--- config.mk ---
export PLATFORM = sky130hd
export DESIGN_NAME = imem_boot_loader
export DESIGN_NICKNAME = d
export VERILOG_FILES = /design/src/rtl/imem_boot_loader.sv
export SDC_FILE = /design/constraint.sdc
export NUM_CORES = 1
export LEC_CHECK = 0
export ABC_AREA = 1
export ABC_CLOCK_PERIOD_IN_PS = 2000
export CORE_ASPECT_RATIO = 0.75
export CORE_MARGIN = 3
export CORE_UTILIZATION = 40
export CTS_CLUSTER_SIZE = 24
export DETAILED_ROUTE_END_ITERATION = 8
export PLACE_DENSITY = 0.6
export RECOVER_POWER = 100
export SLEW_MARGIN = 20
export SYNTH_ARGS = -nofsm -noshare
export SYNTH_HDL_FRONTEND = slang
export SYNTH_SLANG_ARGS = --single-unit
--- constraint.sdc ---
create_clock -name clk -period 2 [get_ports clk]
set_input_delay 0.4 -clock clk [delete_from_list [all_inputs] [get_ports clk]]
set_output_delay 0.4 -clock clk [all_outputs]
set_load 0.005 [all_outputs]
--- src/rtl/imem_boot_loader.sv ---
// imem_boot_loader: loads a length-prefixed byte stream into instruction memory.
// It packs bytes little-endian into 32-bit words, holds the core in reset while
// loading, and hands the imem address to the core once a load has completed.
// Optional feature macro: IMEM_LOAD_CHECKSUM_EN adds a trailing XOR checksum byte.
`timescale 1ns/1ps
module imem_boot_loader #(
  parameter int IMEM_DEPTH      = 1024,
  parameter int IMEM_ADDR_WIDTH = 10
) (
  input  logic                       clk,
  input  logic                       reset_n,
  input  logic                       load_start,
  input  logic                       rx_valid,
  input  logic [7:0]                 rx_data,
  output logic                       rx_ready,
  input  logic [IMEM_ADDR_WIDTH-1:0] core_addr,
  output logic [IMEM_ADDR_WIDTH-1:0] imem_addr,
  output logic                       imem_we,
  output logic [31:0]                imem_wdata,
  output logic                       core_rst_n,
  output logic                       busy,
  output logic                       done,
  output logic                       err
);

  typedef enum logic [2:0] {
    S_IDLE, S_LEN0, S_LEN1, S_DATA,
`ifdef IMEM_LOAD_CHECKSUM_EN
    S_CSUM,
`endif
    S_DONE, S_ERROR
  } state_t;

  localparam logic [16:0] LP_DEPTH = 17'(IMEM_DEPTH);

  state_t      r_state, w_state_nxt;
  logic [7:0]  r_len_lo;
  logic [23:0] r_shift;        // bytes 0..2 of the word being assembled
  logic [1:0]  r_byte_cnt;     // byte position within the current word
  logic [15:0] r_words_left;
  logic [15:0] r_word_idx;     // next imem word to be written
  logic        r_we;
  logic [31:0] r_wdata;
  logic        r_core_rst_n;
  logic        r_done;
  logic        r_err;
`ifdef IMEM_LOAD_CHECKSUM_EN
  logic [7:0]  r_csum;
`endif

  logic        w_busy;
  logic        w_start;
  logic        w_xfer;
  logic        w_last_byte;
  logic        w_word_end;
  logic [15:0] w_len;
  logic        w_idx_unused;

  assign w_busy      = (r_state == S_LEN0) || (r_state == S_LEN1) || (r_state == S_DATA)
`ifdef IMEM_LOAD_CHECKSUM_EN
                       || (r_state == S_CSUM)
`endif
                       ;
  assign w_start     = load_start && !w_busy;
  assign w_xfer      = rx_valid && w_busy;
  assign w_len       = {rx_data, r_len_lo};
  assign w_word_end  = w_xfer && (r_state == S_DATA) && (r_byte_cnt == 2'd3);
  assign w_last_byte = w_word_end && (r_words_left == 16'd1);

  // Next-state decode for the load sequencer
  always_comb begin
    w_state_nxt = r_state;
    case (r_state)
      S_IDLE, S_DONE, S_ERROR: if (load_start) w_state_nxt = S_LEN0;
      S_LEN0: if (w_xfer) w_state_nxt = S_LEN1;
      S_LEN1: begin
        if (w_xfer) begin
          if (w_len == 16'd0) begin
`ifdef IMEM_LOAD_CHECKSUM_EN
            w_state_nxt = S_CSUM;
`else
            w_state_nxt = S_DONE;
`endif
          end else if ({1'b0, w_len} > LP_DEPTH) begin
            w_state_nxt = S_ERROR;
          end else begin
            w_state_nxt = S_DATA;
          end
        end
      end
      S_DATA: begin
        if (w_last_byte) begin
`ifdef IMEM_LOAD_CHECKSUM_EN
          w_state_nxt = S_CSUM;
`else
          w_state_nxt = S_DONE;
`endif
        end
      end
`ifdef IMEM_LOAD_CHECKSUM_EN
      S_CSUM: if (w_xfer) w_state_nxt = (rx_data == r_csum) ? S_DONE : S_ERROR;
`endif
      default: w_state_nxt = S_IDLE;
    endcase
  end

  // State register
  always_ff @(posedge clk) begin
    if (!reset_n) r_state <= S_IDLE;
    else          r_state <= w_state_nxt;
  end

  // Counters, write strobe and registered status
  always_ff @(posedge clk) begin
    if (!reset_n) begin
      r_byte_cnt   <= 2'd0;
      r_words_left <= 16'd0;
      r_word_idx   <= 16'd0;
      r_we         <= 1'b0;
      r_core_rst_n <= 1'b0;
      r_done       <= 1'b0;
      r_err        <= 1'b0;
`ifdef IMEM_LOAD_CHECKSUM_EN
      r_csum       <= 8'd0;
`endif
    end else begin
      r_we         <= 1'b0;
      r_core_rst_n <= (r_state == S_DONE) && !w_start;
      r_done       <= (r_state == S_DONE) && !w_start;
      r_err        <= (r_state == S_ERROR) && !w_start;
      if (w_start) begin
        r_byte_cnt   <= 2'd0;
        r_words_left <= 16'd0;
        r_word_idx   <= 16'd0;
`ifdef IMEM_LOAD_CHECKSUM_EN
        r_csum       <= 8'd0;
`endif
      end else begin
        // Index advances after the strobe cycle so imem_addr holds k during the write
        if (r_we) r_word_idx <= r_word_idx + 16'd1;
        if (w_xfer && (r_state == S_LEN1)) r_words_left <= w_len;
        if (w_xfer && (r_state == S_DATA)) begin
          r_byte_cnt <= r_byte_cnt + 2'd1;
`ifdef IMEM_LOAD_CHECKSUM_EN
          r_csum     <= r_csum ^ rx_data;
`endif
          if (r_byte_cnt == 2'd3) begin
            r_we         <= 1'b1;
            r_words_left <= r_words_left - 16'd1;
          end
        end
      end
    end
  end

  // Byte capture: length low byte and partial word assembly
  always_ff @(posedge clk) begin
    if (w_xfer && (r_state == S_LEN0)) r_len_lo <= rx_data;
    if (w_xfer && (r_state == S_DATA)) begin
      case (r_byte_cnt)
        2'd0:    r_shift[7:0]   <= rx_data;
        2'd1:    r_shift[15:8]  <= rx_data;
        2'd2:    r_shift[23:16] <= rx_data;
        default: r_shift        <= r_shift;
      endcase
    end
  end

  // Write data register: completed word lands on the fourth byte
  always_ff @(posedge clk) begin
    if (!reset_n)        r_wdata <= 32'd0;
    else if (w_word_end) r_wdata <= {rx_data, r_shift};
  end

  // The last word's strobe lands in the first DONE cycle, so keep the loader
  // address on the bus until that write retires.
  assign imem_addr    = ((r_state == S_DONE) && !r_we) ? core_addr
                                                       : r_word_idx[IMEM_ADDR_WIDTH-1:0];
  assign w_idx_unused = ^r_word_idx[15:IMEM_ADDR_WIDTH];
  assign rx_ready     = w_busy;
  assign busy         = w_busy;
  assign imem_we      = r_we;
  assign imem_wdata   = r_wdata;
  assign core_rst_n   = r_core_rst_n;
  assign done         = r_done;
  assign err          = r_err;

endmodule
==> results of run 1 <==
-- Yosys cell counts, drive strengths merged, types with 2 or more instances --
master,instances
o21ai,60
dfxtp,66
nand4,3
buf,13
ha,7
o22ai,2
a31oi,3
edfxtp,32
o211ai,3
nand2,76
clkbuf,8
nor4,3
nor3,8
xor2,4
nor2,137
nand3,23
mux2,2
a21oi,22
inv,46
-- worst min-delay path, cell delays in order, from the launching register on --
cell and delay [ns]:
edfxtp_1 0.32, nor2_1 0.04, nor2_1 0.08
-- final cells by class --
class | instances | area share (%)
Sequential cell | 98 | 40.6
Clock buffer | 11 | 4.51
Clock inverter | 5 | 1.51
Tap cell | 136 | 3.02
Inverter | 46 | 3.07
Timing Repair Buffer | 108 | 16.8
Multi-Input combinational cell | 360 | 30.5
-- state kept, by name, summed over array words and instances, names as in the netlist --
| name | flops |
|---|---|
| imem_we | 1 |
| r_state | 3 |
| imem_wdata | 32 |
| r_byte_cnt | 2 |
| err | 1 |
| r_words_left | 16 |
| r_shift | 24 |
| r_word_idx | 10 |
| r_len_lo | 8 |
| done | 1 |
-- through the flow --
step	setup slack [ns]	util (%)	total power, mW
after floorplan	0.409	-	3.08
final	0.0647	54.3	5.54
after CTS	0.00381	54.7	5.55
after global placement	0.0717	51.4	3.62
after detailed placement	0.0567	51.4	3.65
after global routing	-0.00144	54.3	5.83
-- cell families after synthesis --
family / count (synthesis)
buffers and inverters: 67
and+or+nand+nor: 252
DFF: 98
AOI/OAI and AO/OA: 94
muxes: 2
xor gates and xnor gates: 5
adders and majority gates: 7
-- path summary, 6_finish.rpt --
check	end	cells past startpoint	slack (ns)
max	rx_ready	4	0.06
min	imem_wdata[6]$_SDFFE_PN0P_	2	0.48
max reg2reg	r_shift[17]$_DFFE_PP_	5	0.13
min reg2reg	imem_wdata[6]$_SDFFE_PN0P_	2	0.48
-- report_power, final --
part,internal [mW],switching [mW],total [mW],leakage (nW)
registers,2.15,0.0711,2.23,0.822
logic,0.584,0.809,1.39,1.48
clock network,1.18,0.740,1.92,0.161
total,3.92,1.62,5.54,2.47
-- timing repair --
action | in CTS | in global routing
setup endpoints to repair | 10 | 4
pin swaps | 0 | 2
setup buffers | 1 | 3
gates resized for setup | 13 | 25
-- metal layers --
metal / up-vias / global-route usage [%] / share of wire, %
li1: 1923 / - / -
met1: 1735 / 26.8 / 49
met2: 124 / 27.4 / 44
met3: 14 / 4.20 / 6.2
met4: 0 / 5.78 / 1.2
met5: - / 0 / 0
-- cells in the final DEF (no fill, tap or decap), drive strengths merged --
cell type / netlist / routed
clkinv: 0 / 2
o311a: 1 / 1
dlygate4sd2: 0 / 2
o22ai: 2 / 2
a211oi: 1 / 1
clkbuf: 8 / 35
dfxtp: 66 / 66
nand3: 23 / 23
nand3b: 1 / 1
nor2: 137 / 137
clkinvlp: 0 / 1
nand2: 76 / 76
nor3: 8 / 8
or2: 1 / 1
o31ai: 1 / 1
edfxtp: 32 / 32
clkdlybuf4s15: 0 / 6
a31oi: 3 / 3
xnor2: 1 / 1
dlygate4sd3: 0 / 46
nor4: 3 / 3
nand4: 3 / 3
xor2: 4 / 4
ha: 7 / 7
o211ai: 3 / 3
inv: 46 / 46
bufinv: 0 / 2
clkdlybuf4s50: 0 / 13
o21ai: 60 / 60
buf: 13 / 17
mux2: 2 / 2
a21oi: 22 / 22
o211a: 1 / 1
==> flow_metrics.py, run 1 <==
metrics = {
    "synthesis": {
        "ys_ff_latch": 98,
        "synth_compound_area_share_pct": 11.8,
        "synth_top_area_share_pct": 30.9,
        "yosysTopAreaCell": "dfxtp_1",
        "muxShareOfSynthArea_pct": 0.527,
        "synth_nets": 554,
        "synthCells": 525,
        "synthAdderAreaFrac_pct": 2.05,
        "syn_area_per_cell_um2": 8.14,
        "ys_types": 36,
        "yosys-top-cells-area": "dfxtp_1 31%, edfxtp_1 22%, nor2_1 12%, nand2_1 6.6%, o21ai_0 6.1%",
        "synth_xor_area_share_pct": 1.02,
        "synth-warning-count": 0,
        "synth-simple-area-share_pct": 24.5,
        "synth_top_family_by_area": "simple AND/OR/NAND/NOR gates",
        "async_reset_ff_share_pct": 0,
        "yosysSeqAreaShare_pct": 53.4,
        "synth_edf_count": 32,
        "ys.flop_type": "dfxtp_1",
        "syn_area_mm2": 0.00427,
    },
    "setup_path": {
        "crit_type": "reg2out",
        "reg2reg_from": "r_state[0]$_SDFFE_PN0P_",
        "path_max_fanout": 4,
        "slowest_delay_ns": 0.54,
        "startpoint": "r_state[0]$_SDFFE_PN0P_",
        "cpMaxStageDelayCell": "clkdlybuf4s50_1",
        "path_common_cell": "nor2_4",
        "cp.arrival_ns": 1.54,
        "timing.critical_path.buf_inv": 2,
        "path_delay_family": "buffers and inverters",
        "path_cells": "nor2_4, buf_4, nor2_4, clkdlybuf4s50_1",
        "cp.required_ns": 1.60,
        "critPathCaptureType": "primary output",
        "critPathLaunchType": "register",
    },
    "finish": {
        "fill_cells": 938,
        "stdcell_count": 764,
        "synthToLayoutAreaGrowth_pct": 31.7,
        "drive_gt1_share_pct": 9.08,
        "final_area_mm2": 0.00563,
        "antenna_cells": 0,
        "multi_input_area_mm2": 0.00172,
        "final_nets": 652,
        "final-seq-area_mm2": 0.00228,
    },
    "cts": {
        "clockBufferDepth": 2,
        "cts_buffers": 9,
        "cts.htree.levels": 3,
        "clk_pin_slew_ns": 0.07,
        "numClockSinks": 98,
        "clock_latency_ns": 0.34,
        "root_buffer": "clkbuf_16",
        "hold_buffers": 0,
        "cts_tree": "built",
    },
    "floorplan": {
        "ios": 70,
        "initial_core_util_pct": 41.2,
        "dieArea_mm2": 0.0120,
        "core_area_mm2": 0.0104,
        "fp.dieW_um": 125,
        "die_y_um": 95.5,
        "rows": 32,
    },
    "detailed_routing": {
        "vias_per_cell": 4.97,
        "drt-total-wl_um": 10900,
        "wl_per_cell_um": 14.3,
        "ant_nets": 0,
        "first_pass_iters": 5,
        "via_count": 3796,
        "drt_iter0_markers": 311,
        "drc": 0,
    },
    "timing": {
        "hold_violations": 0,
        "setup_tns_ns": 0,
        "max_freq_ghz": 0.517,
        "setup_viol": 0,
        "finClkSkew_ns": 0.00582,
        "whs_ns": 0.475,
        "period_needed_ns": 1.94,
        "fin_crit_sh_pct": 96.8,
        "drv_slew": 0,
        "maxSlewHeadroom_pct": 58.0,
        "tightestPinTransition_ns": 0.630,
    },
    "flow_run": {
        "maxCapViolations": 0,
    },
    "grt": {
        "grt_pass1_vias": 3530,
        "grt_overflow": 0,
        "grt_max_degree": 36,
        "antenna_found_initial": 0,
        "grt_pass1_wl_um": 17400,
        "grt_usage_pct": 18.5,
    },
    "worst_hold_path": {
        "hold_path_startpoint": "r_shift[6]$_DFFE_PP_",
        "hold_path.class": "reg2reg",
    },
    "status": {
        "outcome": "complete, no violations",
    },
    "placed_design": {
        "dpl_cell_area_mm2": 0.00533,
        "detailed_place_hpwl_um": 7770,
        "place_congestion": 0.880,
        "io_buffers": 69,
        "dp_cells": 744,
    },
    "power": {
        "p_leak_nw": 2.47,
        "peakVddDrop_mv": 0.493,
        "p_per_area_mw_per_mm2": 983,
    },
}
(Power assumes the default switching activity.)
==> run 2, diff against run 1 <==
--- a/config.mk
+++ b/config.mk
@@ -7,6 +7,7 @@
 export LEC_CHECK = 0
 export ABC_AREA = 1
 export ABC_CLOCK_PERIOD_IN_PS = 2000
+export CAP_MARGIN = 20
 export CORE_ASPECT_RATIO = 0.75
 export CORE_MARGIN = 3
 export CORE_UTILIZATION = 40
==> results of run 2 <==
Final layout, timing and power as in run 1 (identical DEF).
